$ cat src/rtl/ctrl_pkg.sv
// ctrl_pkg: shared definitions for the hardwired control sequencer.
//   - CW_* : bit positions inside the 27-bit control word
//   - OP_* : 5-bit opcode values (IR[IR_W-1 -: OPC_W])
//   - cls_e : instruction class, decoded once in T3 and then held
//   - state_e : sequencer step codes (also exported on the State debug port)
package ctrl_pkg;

  localparam int CW_W = 27;

  localparam int CW_HIIN      = 0;
  localparam int CW_LOIN      = 1;
  localparam int CW_PCIN      = 2;
  localparam int CW_MDRIN     = 3;
  localparam int CW_ZIN       = 4;
  localparam int CW_YIN       = 5;
  localparam int CW_MARIN     = 6;
  localparam int CW_IRIN      = 7;
  localparam int CW_CONIN     = 8;
  localparam int CW_OUTPORTIN = 9;
  localparam int CW_HIOUT     = 10;
  localparam int CW_LOOUT     = 11;
  localparam int CW_ZHIOUT    = 12;
  localparam int CW_ZLOOUT    = 13;
  localparam int CW_PCOUT     = 14;
  localparam int CW_MDROUT    = 15;
  localparam int CW_INPORTOUT = 16;
  localparam int CW_COUT      = 17;
  localparam int CW_GRA       = 18;
  localparam int CW_GRB       = 19;
  localparam int CW_GRC       = 20;
  localparam int CW_RIN       = 21;
  localparam int CW_ROUT      = 22;
  localparam int CW_BAOUT     = 23;
  localparam int CW_READ      = 24;
  localparam int CW_WRITE     = 25;
  localparam int CW_INCPC     = 26;

  localparam logic [4:0] OP_LD   = 5'b00000;
  localparam logic [4:0] OP_LDI  = 5'b00001;
  localparam logic [4:0] OP_ST   = 5'b00010;
  localparam logic [4:0] OP_ADD  = 5'b00011;
  localparam logic [4:0] OP_SUB  = 5'b00100;
  localparam logic [4:0] OP_SHR  = 5'b00101;
  localparam logic [4:0] OP_SHL  = 5'b00110;
  localparam logic [4:0] OP_ROR  = 5'b00111;
  localparam logic [4:0] OP_ROL  = 5'b01000;
  localparam logic [4:0] OP_AND  = 5'b01001;
  localparam logic [4:0] OP_OR   = 5'b01010;
  localparam logic [4:0] OP_ADDI = 5'b01011;
  localparam logic [4:0] OP_ANDI = 5'b01100;
  localparam logic [4:0] OP_ORI  = 5'b01101;
  localparam logic [4:0] OP_MUL  = 5'b01110;
  localparam logic [4:0] OP_DIV  = 5'b01111;
  localparam logic [4:0] OP_NEG  = 5'b10000;
  localparam logic [4:0] OP_NOT  = 5'b10001;
  localparam logic [4:0] OP_BR   = 5'b10010;
  localparam logic [4:0] OP_JR   = 5'b10011;
  localparam logic [4:0] OP_JAL  = 5'b10100;
  localparam logic [4:0] OP_IN   = 5'b10101;
  localparam logic [4:0] OP_OUT  = 5'b10110;
  localparam logic [4:0] OP_MFHI = 5'b10111;
  localparam logic [4:0] OP_MFLO = 5'b11000;
  localparam logic [4:0] OP_NOP  = 5'b11001;
  localparam logic [4:0] OP_HALT = 5'b11010;

  typedef enum logic [4:0] {
    CLS_ALU, CLS_ALUI, CLS_MULDIV, CLS_UNARY, CLS_LD, CLS_LDI, CLS_ST,
    CLS_BR, CLS_JR, CLS_JAL, CLS_MFHI, CLS_MFLO, CLS_IN, CLS_OUT,
    CLS_NOP, CLS_HLT, CLS_ILL
  } cls_e;

  typedef enum logic [4:0] {
    ST_INIT = 5'd0,
    ST_F0   = 5'd1,
    ST_F1   = 5'd2,
    ST_F2   = 5'd3,
    ST_T3   = 5'd4,
    ST_T4   = 5'd5,
    ST_T5   = 5'd6,
    ST_T6   = 5'd7,
    ST_T7   = 5'd8,
    ST_HALT = 5'd9
  } state_e;

  // One-hot control-word term, so step encodings read as a list of signals.
  function automatic logic [CW_W-1:0] cw_bit(input int unsigned idx);
    return {{(CW_W-1){1'b0}}, 1'b1} << idx;
  endfunction

endpackage

$ cat src/rtl/ctrl_decode.sv
// ctrl_decode: combinational opcode -> instruction class.
//   opcode : IR opcode field
//   cls    : decoded class; any unlisted opcode decodes to CLS_ILL
module ctrl_decode
  import ctrl_pkg::*;
#(
  parameter int OPC_W = 5
) (
  input  logic [OPC_W-1:0] opcode,
  output cls_e             cls
);

  always_comb begin
    // NOTE: every combinational output gets a default before the case so no
    // path through the block can leave it unassigned and infer a latch.
    cls = CLS_ILL;
    case (opcode)
      OPC_W'(OP_ADD), OPC_W'(OP_SUB), OPC_W'(OP_SHR), OPC_W'(OP_SHL),
      OPC_W'(OP_ROR), OPC_W'(OP_ROL), OPC_W'(OP_AND), OPC_W'(OP_OR):
        cls = CLS_ALU;
      OPC_W'(OP_ADDI), OPC_W'(OP_ANDI), OPC_W'(OP_ORI): cls = CLS_ALUI;
      OPC_W'(OP_MUL), OPC_W'(OP_DIV):                   cls = CLS_MULDIV;
      OPC_W'(OP_NEG), OPC_W'(OP_NOT):                   cls = CLS_UNARY;
      OPC_W'(OP_LD):                                    cls = CLS_LD;
      OPC_W'(OP_LDI):                                   cls = CLS_LDI;
      OPC_W'(OP_ST):                                    cls = CLS_ST;
      OPC_W'(OP_BR):                                    cls = CLS_BR;
      OPC_W'(OP_JR):                                    cls = CLS_JR;
      OPC_W'(OP_JAL):                                   cls = CLS_JAL;
      OPC_W'(OP_MFHI):                                  cls = CLS_MFHI;
      OPC_W'(OP_MFLO):                                  cls = CLS_MFLO;
      OPC_W'(OP_IN):                                    cls = CLS_IN;
      OPC_W'(OP_OUT):                                   cls = CLS_OUT;
      OPC_W'(OP_NOP):                                   cls = CLS_NOP;
      OPC_W'(OP_HALT):                                  cls = CLS_HLT;
      default:                                          cls = CLS_ILL;
    endcase
  end

endmodule

$ cat src/rtl/ctrl_sequencer.sv
// ctrl_sequencer: Moore-style hardwired control sequencer for the single-bus
// 32-bit datapath. Fetch (F0-F2), class-dependent execute steps (T3-T7),
// memory wait states with optional timeout, illegal-opcode trap and
// Stop/Resume at instruction boundaries.
//   Clock, Reset : clock; asynchronous active-high reset (forces INIT)
//   Stop         : level, halt at the next instruction boundary
//   Resume       : pulse, leave HALT (Stop has priority)
//   MemReady     : memory completes the pending Read/Write this cycle
//   IR, CON      : instruction register and branch-condition flip-flop
//   CW           : 27-bit control word (bit order in ctrl_pkg CW_*)
//   RegClr       : per-register load-enable override (reset clear / link)
//   Run          : low only in HALT
//   BusErr/IllOp : sticky error flags, cleared only by Reset
//   State        : current step code, debug
module ctrl_sequencer
  import ctrl_pkg::*;
#(
  parameter int IR_W     = 32,
  parameter int OPC_W    = 5,
  parameter int NUM_REGS = 16,
  parameter int LINK_REG = 15,
  parameter int WAIT_MAX = 255
) (
  input  logic                Clock,
  input  logic                Reset,
  input  logic                Stop,
  input  logic                Resume,
  input  logic                MemReady,
  input  logic [IR_W-1:0]     IR,
  input  logic                CON,
  output logic [26:0]         CW,
  output logic [NUM_REGS-1:0] RegClr,
  output logic                Run,
  output logic                BusErr,
  output logic                IllOp,
  output logic [4:0]          State
);

  localparam int CNT_W     = (WAIT_MAX < 2) ? 1 : $clog2(WAIT_MAX);
  // Wait-cycle index at which a still-missing MemReady becomes a bus error.
  localparam int WAIT_LAST = (WAIT_MAX == 0) ? 0 : WAIT_MAX - 1;

  state_e              state_q, state_d;
  cls_e                cls_q, dec_cls, cls_cur;
  logic [CNT_W-1:0]    wait_cnt_q, wait_cnt_d;
  logic                bus_err_q, ill_op_q;
  logic                set_bus_err, set_ill, last_step, in_wait;
  logic [CW_W-1:0]     cw;
  logic [NUM_REGS-1:0] reg_clr;

  // Operand fields are consumed by the datapath, not by the sequencer.
  logic unused_ir;
  assign unused_ir = ^IR[IR_W-OPC_W-1:0];

  ctrl_decode #(.OPC_W(OPC_W)) u_decode (
    .opcode (IR[IR_W-1 -: OPC_W]),
    .cls    (dec_cls)
  );

  // IR is only trusted in T3 (it was loaded at the end of F2); afterwards the
  // class comes from the register captured at the T3 edge.
  assign cls_cur = (state_q == ST_T3) ? dec_cls : cls_q;

  always_comb begin
    state_d     = state_q;
    cw          = '0;
    reg_clr     = '0;
    last_step   = 1'b0;
    in_wait     = 1'b0;
    set_bus_err = 1'b0;
    set_ill     = 1'b0;

    case (state_q)
      ST_INIT: begin
        reg_clr = '1;
        cw      = cw_bit(CW_PCIN);
        state_d = ST_F0;
      end
      ST_F0: begin
        cw      = cw_bit(CW_PCOUT) | cw_bit(CW_MARIN);
        state_d = ST_F1;
      end
      ST_F1: begin
        cw      = cw_bit(CW_READ) | cw_bit(CW_MDRIN);
        in_wait = 1'b1;
        if (MemReady) state_d = ST_F2;
      end
      ST_F2: begin
        cw      = cw_bit(CW_MDROUT) | cw_bit(CW_IRIN) | cw_bit(CW_INCPC) | cw_bit(CW_PCIN);
        state_d = ST_T3;
      end
      ST_T3: begin
        state_d = ST_T4;
        case (cls_cur)
          CLS_ALU, CLS_ALUI, CLS_MULDIV:
            cw = cw_bit(CW_GRB) | cw_bit(CW_ROUT) | cw_bit(CW_YIN);
          CLS_UNARY:
            cw = cw_bit(CW_GRB) | cw_bit(CW_ROUT) | cw_bit(CW_ZIN);
          CLS_LD, CLS_LDI, CLS_ST:
            cw = cw_bit(CW_GRB) | cw_bit(CW_BAOUT) | cw_bit(CW_YIN);
          CLS_BR:
            cw = cw_bit(CW_GRA) | cw_bit(CW_ROUT) | cw_bit(CW_CONIN);
          CLS_JR: begin
            cw        = cw_bit(CW_GRA) | cw_bit(CW_ROUT) | cw_bit(CW_PCIN);
            last_step = 1'b1;
          end
          CLS_JAL: begin
            cw                = cw_bit(CW_PCOUT);
            reg_clr[LINK_REG] = 1'b1;
          end
          CLS_MFHI: begin
            cw        = cw_bit(CW_HIOUT) | cw_bit(CW_GRA) | cw_bit(CW_RIN);
            last_step = 1'b1;
          end
          CLS_MFLO: begin
            cw        = cw_bit(CW_LOOUT) | cw_bit(CW_GRA) | cw_bit(CW_RIN);
            last_step = 1'b1;
          end
          CLS_IN: begin
            cw        = cw_bit(CW_INPORTOUT) | cw_bit(CW_GRA) | cw_bit(CW_RIN);
            last_step = 1'b1;
          end
          CLS_OUT: begin
            cw        = cw_bit(CW_GRA) | cw_bit(CW_ROUT) | cw_bit(CW_OUTPORTIN);
            last_step = 1'b1;
          end
          CLS_NOP: last_step = 1'b1;
          CLS_HLT: state_d = ST_HALT;
          default: begin
            set_ill = 1'b1;
            state_d = ST_HALT;
          end
        endcase
      end
      ST_T4: begin
        state_d = ST_T5;
        case (cls_cur)
          CLS_ALU, CLS_MULDIV:
            cw = cw_bit(CW_GRC) | cw_bit(CW_ROUT) | cw_bit(CW_ZIN);
          CLS_ALUI, CLS_LD, CLS_LDI, CLS_ST:
            cw = cw_bit(CW_COUT) | cw_bit(CW_ZIN);
          CLS_UNARY: begin
            cw        = cw_bit(CW_ZLOOUT) | cw_bit(CW_GRA) | cw_bit(CW_RIN);
            last_step = 1'b1;
          end
          CLS_BR: begin
            // Condition false: the branch finishes here without touching PC.
            if (CON) cw = cw_bit(CW_PCOUT) | cw_bit(CW_YIN);
            else     last_step = 1'b1;
          end
          CLS_JAL: begin
            cw        = cw_bit(CW_GRA) | cw_bit(CW_ROUT) | cw_bit(CW_PCIN);
            last_step = 1'b1;
          end
          default: last_step = 1'b1;
        endcase
      end
      ST_T5: begin
        state_d = ST_T6;
        case (cls_cur)
          CLS_ALU, CLS_ALUI, CLS_LDI: begin
            cw        = cw_bit(CW_ZLOOUT) | cw_bit(CW_GRA) | cw_bit(CW_RIN);
            last_step = 1'b1;
          end
          CLS_MULDIV: cw = cw_bit(CW_ZLOOUT) | cw_bit(CW_LOIN);
          CLS_LD, CLS_ST: cw = cw_bit(CW_ZLOOUT) | cw_bit(CW_MARIN);
          CLS_BR: cw = cw_bit(CW_COUT) | cw_bit(CW_ZIN);
          default: last_step = 1'b1;
        endcase
      end
      ST_T6: begin
        state_d = ST_T7;
        case (cls_cur)
          CLS_MULDIV: begin
            cw        = cw_bit(CW_ZHIOUT) | cw_bit(CW_HIIN);
            last_step = 1'b1;
          end
          CLS_LD: begin
            cw      = cw_bit(CW_READ) | cw_bit(CW_MDRIN);
            in_wait = 1'b1;
            if (!MemReady) state_d = ST_T6;
          end
          CLS_ST: cw = cw_bit(CW_GRA) | cw_bit(CW_ROUT) | cw_bit(CW_MDRIN);
          CLS_BR: begin
            cw        = cw_bit(CW_ZLOOUT) | cw_bit(CW_PCIN);
            last_step = 1'b1;
          end
          default: last_step = 1'b1;
        endcase
      end
      ST_T7: begin
        case (cls_cur)
          CLS_LD: begin
            cw        = cw_bit(CW_MDROUT) | cw_bit(CW_GRA) | cw_bit(CW_RIN);
            last_step = 1'b1;
          end
          CLS_ST: begin
            cw        = cw_bit(CW_WRITE);
            in_wait   = 1'b1;
            last_step = MemReady;
          end
          default: last_step = 1'b1;
        endcase
      end
      ST_HALT: begin
        if (Resume && !Stop) state_d = ST_F0;
      end
      // Unreachable encodings park safely with Run low.
      default: state_d = ST_HALT;
    endcase

    // A MemReady arriving on the timeout cycle still completes normally.
    if (WAIT_MAX != 0 && in_wait && !MemReady && wait_cnt_q == CNT_W'(WAIT_LAST)) begin
      set_bus_err = 1'b1;
      state_d     = ST_HALT;
    end

    if (last_step) state_d = Stop ? ST_HALT : ST_F0;

    // Counter restarts on every entry into a wait step.
    wait_cnt_d = (in_wait && state_d == state_q) ? wait_cnt_q + CNT_W'(1) : '0;
  end

  // NOTE: the class register is reset too even though T3 always overwrites
  // it before use, so no state is ever X after Reset.
  always_ff @(posedge Clock or posedge Reset) begin
    if (Reset) begin
      state_q    <= ST_INIT;
      cls_q      <= CLS_NOP;
      wait_cnt_q <= '0;
      bus_err_q  <= 1'b0;
      ill_op_q   <= 1'b0;
    end else begin
      // NOTE: non-blocking assignments so every register samples pre-edge
      // values, independent of statement order.
      state_q    <= state_d;
      wait_cnt_q <= wait_cnt_d;
      if (state_q == ST_T3) cls_q <= dec_cls;
      if (set_bus_err)      bus_err_q <= 1'b1;
      if (set_ill)          ill_op_q  <= 1'b1;
    end
  end

  assign CW     = cw;
  assign RegClr = reg_clr;
  assign Run    = (state_q != ST_HALT);
  assign BusErr = bus_err_q;
  assign IllOp  = ill_op_q;
  assign State  = state_q;

endmodule
$ cat config.mk
export PLATFORM = sky130hd
export DESIGN_NAME = ctrl_sequencer
export DESIGN_NICKNAME = d
export VERILOG_FILES = /design/src/rtl/ctrl_pkg.sv /design/src/rtl/ctrl_decode.sv /design/src/rtl/ctrl_sequencer.sv
export SDC_FILE = /design/constraint.sdc
export NUM_CORES = 1
export LEC_CHECK = 0
export ABC_AREA = 1
export BUFFER_PORTS_ARGS = -buffer_cell sky130_fd_sc_hd__buf_2
export CAP_MARGIN = 20
export CELL_PAD_IN_SITES_DETAIL_PLACEMENT = 2
export CELL_PAD_IN_SITES_GLOBAL_PLACEMENT = 2
export CORE_ASPECT_RATIO = 0.9
export CORE_MARGIN = 1
export CORE_UTILIZATION = 27
export CTS_CLUSTER_DIAMETER = 50
export DETAILED_ROUTE_END_ITERATION = 6
export PLACE_DENSITY = 0.79
export SLEW_MARGIN = 25
export SYNTH_ARGS = -nofsm -noshare
export SYNTH_HDL_FRONTEND = slang
export SYNTH_SLANG_ARGS = --single-unit
$ cat constraint.sdc
create_clock -name Clock -period 2.7 [get_ports Clock]
set_input_delay 0.27 -clock Clock [delete_from_list [all_inputs] [get_ports Clock]]
set_output_delay 0.27 -clock Clock [all_outputs]
set_load 0.02 [all_outputs]
Word level (Yosys, flattened, before mapping)

Memory sizes are Yosys's and may differ from the RTL's.
Index checks and enable logic that the tools add are counted.
W data, S select, Z words.

Word-level logic and storage cells: 87
Flip-flop bits (word level): 20
Input port bits: 38
Memories kept: 1
Memory bits (read-only): 160
Output and inout port bits: 51

Memories:

| name             | words | bits a word | rd ports | clocked after Yosys merged registers in | write ports | RTL line          | source |
|---|---|---|---|---|---|---|---|
| (name not given) | 32    | 5           | 1        | 0                                       | 0           | ctrl_decode.sv:17 | `case (opcode)` |

Reductions and logical operators: 19
$add $sub $neg: 1
Eq/ne operators: 27
Multiplexer cells: 34

Operator list:

| kind                  | number |
|---|---|
| $pmux W27 S9          | 1 |
| $pmux W24 S10         | 1 |
| $pmux W23 S5          | 1 |
| $pmux W25 S4          | 1 |
| $pmux W22 S4          | 1 |
| $pmux W26 S2          | 1 |
| $eq A5 B4 Y1 const B  | 10 |
| $pmux W5 S10          | 1 |
| $eq A5 B3 Y1 const B  | 8 |
| $mux W15              | 2 |
| $mux W5               | 5 |
| $eq A5 B2 Y1 const B  | 4 |
| $mux W4               | 4 |
| $reduce_or A16 Y1     | 1 |
| $reduce_or A15 Y1     | 1 |
| $reduce_or A6 Y1      | 2 |
| $mux W1               | 11 |
| $eq A5 B1 Y1 const B  | 2 |
| $logic_not A5 Y1      | 2 |
| $reduce_or A3 Y1      | 3 |
| $add A8 B1 Y8 const B | 1 |
| $eq A8 B8 Y1 const B  | 1 |
| $mux W8               | 1 |
| $reduce_or A4 Y1      | 2 |
| 8 further kinds       | 14 |

Logic depth before layout (Yosys ltp)

Depth after elaboration: 12
Gate-level depth with buffers: 23

Cells and area by module

Synthesis repeated with hierarchy kept, for this count alone.

Cell total of the unflattened synthesis: 345
Area total of the unflattened synthesis: 2297.2 µm²

Modules (own cells, without submodules):

| module         | seq. area each (µm²) | instances | cells each | area each (µm²) |
|---|---|---|---|---|
| ctrl_sequencer | 504.2                | 1         | 305        | 2094.5 |
| ctrl_decode    | 0.0                  | 1         | 40         | 202.7 |

Worst setup path after synthesis

Ideal clock, no wire load.

Path type: flip-flop to output port
Start point: register state_q[0] (netlist: State[0])
End point: output CW[4]
Setup slack: 0.073 ns
Buffers on the path: 1
Cell stages (with the launch flop): 13
Arrival: 2.357 ns
Cell sequence: dfrtp_1 > nor2_4 > nand3_2 > buf_6 > nand2_1 > nand2_2 > nand2_4 > nor2_2 > nor2_1 > nand2_1 > nand2_1 > o21ai_0 > or3_1

Cells in the longest elaborated chain, start to end: 6
Elaborated cells between the ends (all ways): 34

RTL lines:

| element                                        | RTL line                                                           | source |
|---|---|---|
| start, declared                                | ctrl_sequencer.sv:43                                               | `state_e state_q, state_d;` |
| start signal, assigned                         | ctrl_sequencer.sv:236                                              | `state_q <= state_d;` |
| $eq A5 B3 Y1                                   | ctrl_sequencer.sv:62, ctrl_sequencer.sv:73                         |  |
| $mux W5                                        | n/a                                                                |  |
| $eq A5 B3 Y1, or another cell as far along     | ctrl_sequencer.sv:94, ctrl_sequencer.sv:137, ctrl_sequencer.sv:160 |  |
| $reduce_or A3 Y1, or another cell as far along | n/a                                                                |  |
| $pmux W24 S10, or another cell as far along    | ctrl_sequencer.sv:94                                               | `case (cls_cur)` |
| $pmux W27 S9 (*)                               | ctrl_sequencer.sv:73                                               | `case (state_q)` |
| end, declared                                  | ctrl_sequencer.sv:31                                               | `output logic [26:0] CW,` |

Every way passes the cells marked *; elsewhere a longest branch is shown, timed or not.

Worst setup path after layout

Start point: register state_q[3] (netlist: State[3])
End point: output CW[13]

Cells in the longest elaborated chain, start to end: 6
Elaborated cells between the ends (all ways): 27

RTL lines:

| element                                        | RTL line                                                            | source |
|---|---|---|
| $eq A5 B3 Y1 (*)                               | ctrl_sequencer.sv:62                                                | `assign cls_cur = (state_q == ST_T3) ? dec_cls : cls_q;` |
| $mux W5 (*)                                    | n/a                                                                 |  |
| named net cls_cur[4]                           | ctrl_sequencer.sv:44                                                | `cls_e cls_q, dec_cls, cls_cur;` |
| $eq A5 B3 Y1, or another cell as far along     | ctrl_sequencer.sv:137, ctrl_sequencer.sv:160, ctrl_sequencer.sv:173 |  |
| $reduce_or A4 Y1, or another cell as far along | ctrl_sequencer.sv:137                                               | `case (cls_cur)` |
| $pmux W23 S5 or $pmux W22 S4 (tied branches)   | ctrl_sequencer.sv:137, ctrl_sequencer.sv:160                        |  |
| $pmux W27 S9 (*)                               | ctrl_sequencer.sv:73                                                |  |

The timed path passes the listed nets; every way through them passes the cells marked *.

==> reports/metrics.cfg <==
[sta]
timing.fmax_ghz=0.3236
slew_viol_final=0
skew_ns=0.01453
finalCriticalPeriod_ns=3.090
rsz0062_at_grt=true
finalCritPeriodShare=1.144
hold_viol=0
timing.final.setup_violations=27
worst_pin_slew_ns=0.7865
maxSlewHeadroom=0.4751
final.setup.worst_slack_ns=-0.3900
worst_hold_slack_ns=0.1255

[clock_tree]
clk_latency_ns=0.27
ctsHtreeMaxLevel=1
clock_path_buffers=2
cts_tree=built
root_buffer=clkbuf_8
cts-buffers-inserted=3
clkSlewWorstSetupHoldPaths_ns=0.09
cts.sink_count=20
holdBufCountCts=0

[pwr]
p_comb_frac=0.601
power_density_nw_per_um2=443.0
switching_share=0.4921
p_int_uw=882.3
p_clk_frac=0.181
power_mw=1.737
leakagePower_nw=1.933
p_sw_uw=854.9
ir_drop_mv=0.3981
seq_power_share=0.219

[synth]
synth_top_area_frac=0.1634
yosys-top-cells-area=dfrtp_1 16%, nand2_1 11%, nor2_1 7.2%, nand3_1 5.8%, inv_1 5.6%
ys_seq_area_frac=0.1937
async_flop_share=1.000
yosysWarnings=0
synthCells=385
ys_types=46
synth_edf_count=0
yosys_most_used_dff=dfrtp_1
synth_seq_cells=20
syn-cell-area_um2=2604
yosys.area.top_type=dfrtp_1
synth_area_per_cell_um2=6.763
syn_nets=430

[global_route]
grt_pass1_wl_mm=18.64
grt_max_degree=21
track_usage=0.2406
grt_antenna_before_repair=0
grt.overflow.total=0
grt_pass1_vias=3451

[floorplan]
fp.dieArea_um2=10040
ioPinCount=89
die_w_um=105.5
row_count=33
coreArea_um2=9249
start_util=0.2815
die_h_um=95.16

[layout]
antenna_cells=0
final_cells=614
final_util=0.4240
fin_nets=538
areaGrowthSynthToFinish_pct=50.60
drive_gt1_frac=0.5366

[route]
dr.pass1.iters=4
drc=0
final_antenna_net_count=0
num_vias=3130
drt-wirelength-per-cell_um=22.51
drt-vias-per-instance=5.098
drt-initial-drc-count=108
drt_wl_total_mm=13.82

[worst_setup_path]
path_class=reg -> out
critPathArrivalTime_ns=2.82
startpoint_type=register
critPathMaxFanout=7
required_ns=2.43
end_kind=output pin

[outcome]
status=finished with violations
violations=negative setup slack

[place]
numPortBuffers=61
finalWeightedCongestion=0.8975
dpl.cell_count=575
hpwl_mm=7.652

[worst_hold_path]
hp-class=in -> async

[job]
cap_viol_max_count=0

cells in the mapped netlist, drive strengths merged (2+ instances only):
library cell,instances
nand2,102
nor2,79
inv,51
nand3,41
buf,20
dfrtp,17
o21ai,14
a21oi,9
ha,7
nand4,7
nor3,5
or2,4
xor2,4
dfstp,3
nor4,2
o2111ai,2
o211ai,2
o221ai,2
o31ai,2
path summary, 6_finish.rpt:
kind                               startpoint                 endpoint  slack (ns)  cells after the start
setup / recovery           State[3]$_DFF_PP0_                   CW[13]       -0.39                     15
hold / removal                          Reset  wait_cnt_q[3]$_DFF_PP0_        0.13                      2
setup reg to reg           State[0]$_DFF_PP0_  wait_cnt_q[5]$_DFF_PP0_       -0.27                     20
hold reg to reg            BusErr$_DFFE_PP0P_       BusErr$_DFFE_PP0P_        0.47                      1
max in group asynchronous               Reset       State[1]$_DFF_PP0_        2.07                      2
min in group Clock                       Stop       State[3]$_DFF_PP0_        0.28                      3
worst max-delay path, cell delays in order (launching register included):
cell and delay (ns):
dfrtp_1 0.41, nor2_4 0.21, nand3_4 0.19, buf_6 0.18, o21ai_4 0.28, nor2_4 0.09, nand2_4 0.13, nor2_4 0.07
nor2_4 0.18, nand2_2 0.11, buf_4 0.15, buf_6 0.11, buf_4 0.13, inv_4 0.06, o221ai_4 0.09, buf_6 0.16
layout make-up:
class	instances	area, µm²
repair buffers	124	889.6
flip-flops and latches	20	504.2
fillers	1084	5328
clock inverters	1	30.03
multi-input cells	293	2102
clock buffers	3	41.29
inverters	51	201.4
well taps	122	152.6
cells by family after synthesis:
logic type / after synthesis / share of synthesized area
buffers and inverters: 72 / 0.1374
AOI/OAI and AO/OA: 37 / 0.09371
xor gates and xnor gates: 5 / 0.01682
other: 1 / 0.001440
DFF: 20 / 0.1937
adders and majority gates: 7 / 0.03364
and+or+nand+nor: 243 / 0.5233
flip-flops by register name, indices dropped and copies added (netlist names):
signal	count
cls_q	5
State	5
IllOp	1
wait_cnt_q	8
BusErr	1
layout by cell type, fill, tap and decap left out, drive strengths merged, types with 2 or more instances in the layout:
cell	count
buf	124
nand2	102
nor2	79
inv	51
nand3	41
dfrtp	17
o21ai	14
a21oi	9
ha	7
nand4	7
nor3	5
xor2	4
or2	4
clkbuf	3
dfstp	3
o2111ai	2
o31ai	2
nor4	2
o221ai	2
o211ai	2
routing by layer:
metal,vias to the layer above,wire length (µm),GRT usage
li1,1434,-,-
met1,1602,5600,0.2790
met2,70,7521,0.4688
met3,24,356,0.02051
met4,0,341,0.07870
met5,-,0,0
power by group through the flow:
stage / Clock, mW / Sequential [mW] / Combinational [mW]
final: 0.314 / 0.380 / 1.04
after global routing: 0.329 / 0.382 / 1.10
after CTS: 0.317 / 0.376 / 0.889
after detailed placement: 0 / 0.382 / 0.802
after global placement: 0 / 0.377 / 0.775
after floorplan: 0 / 0.411 / 0.534
per-stage QoR:
stage / cell area (µm²) / setup slack, ns / setup TNS (ns)
finish: 3921 / -0.3900 / -6.590
global route: 3921 / -0.4842 / -9.727
CTS: 3548 / -0.1243 / -1.430
detailed placement: 3123 / -0.2049 / -2.339
global placement: 3123 / -0.002109 / -0.003533
floorplan: 2604 / 0.07316 / 0
what timing repair did:
item / CTS / global route
setup buffers: 18 / 17
gates cloned: 0 / 0
endpoints found under the setup margin: 23 / 31
resized for setup: 53 / 65
pin swaps: 20 / 22
Power figures use the tool's default switching activity.
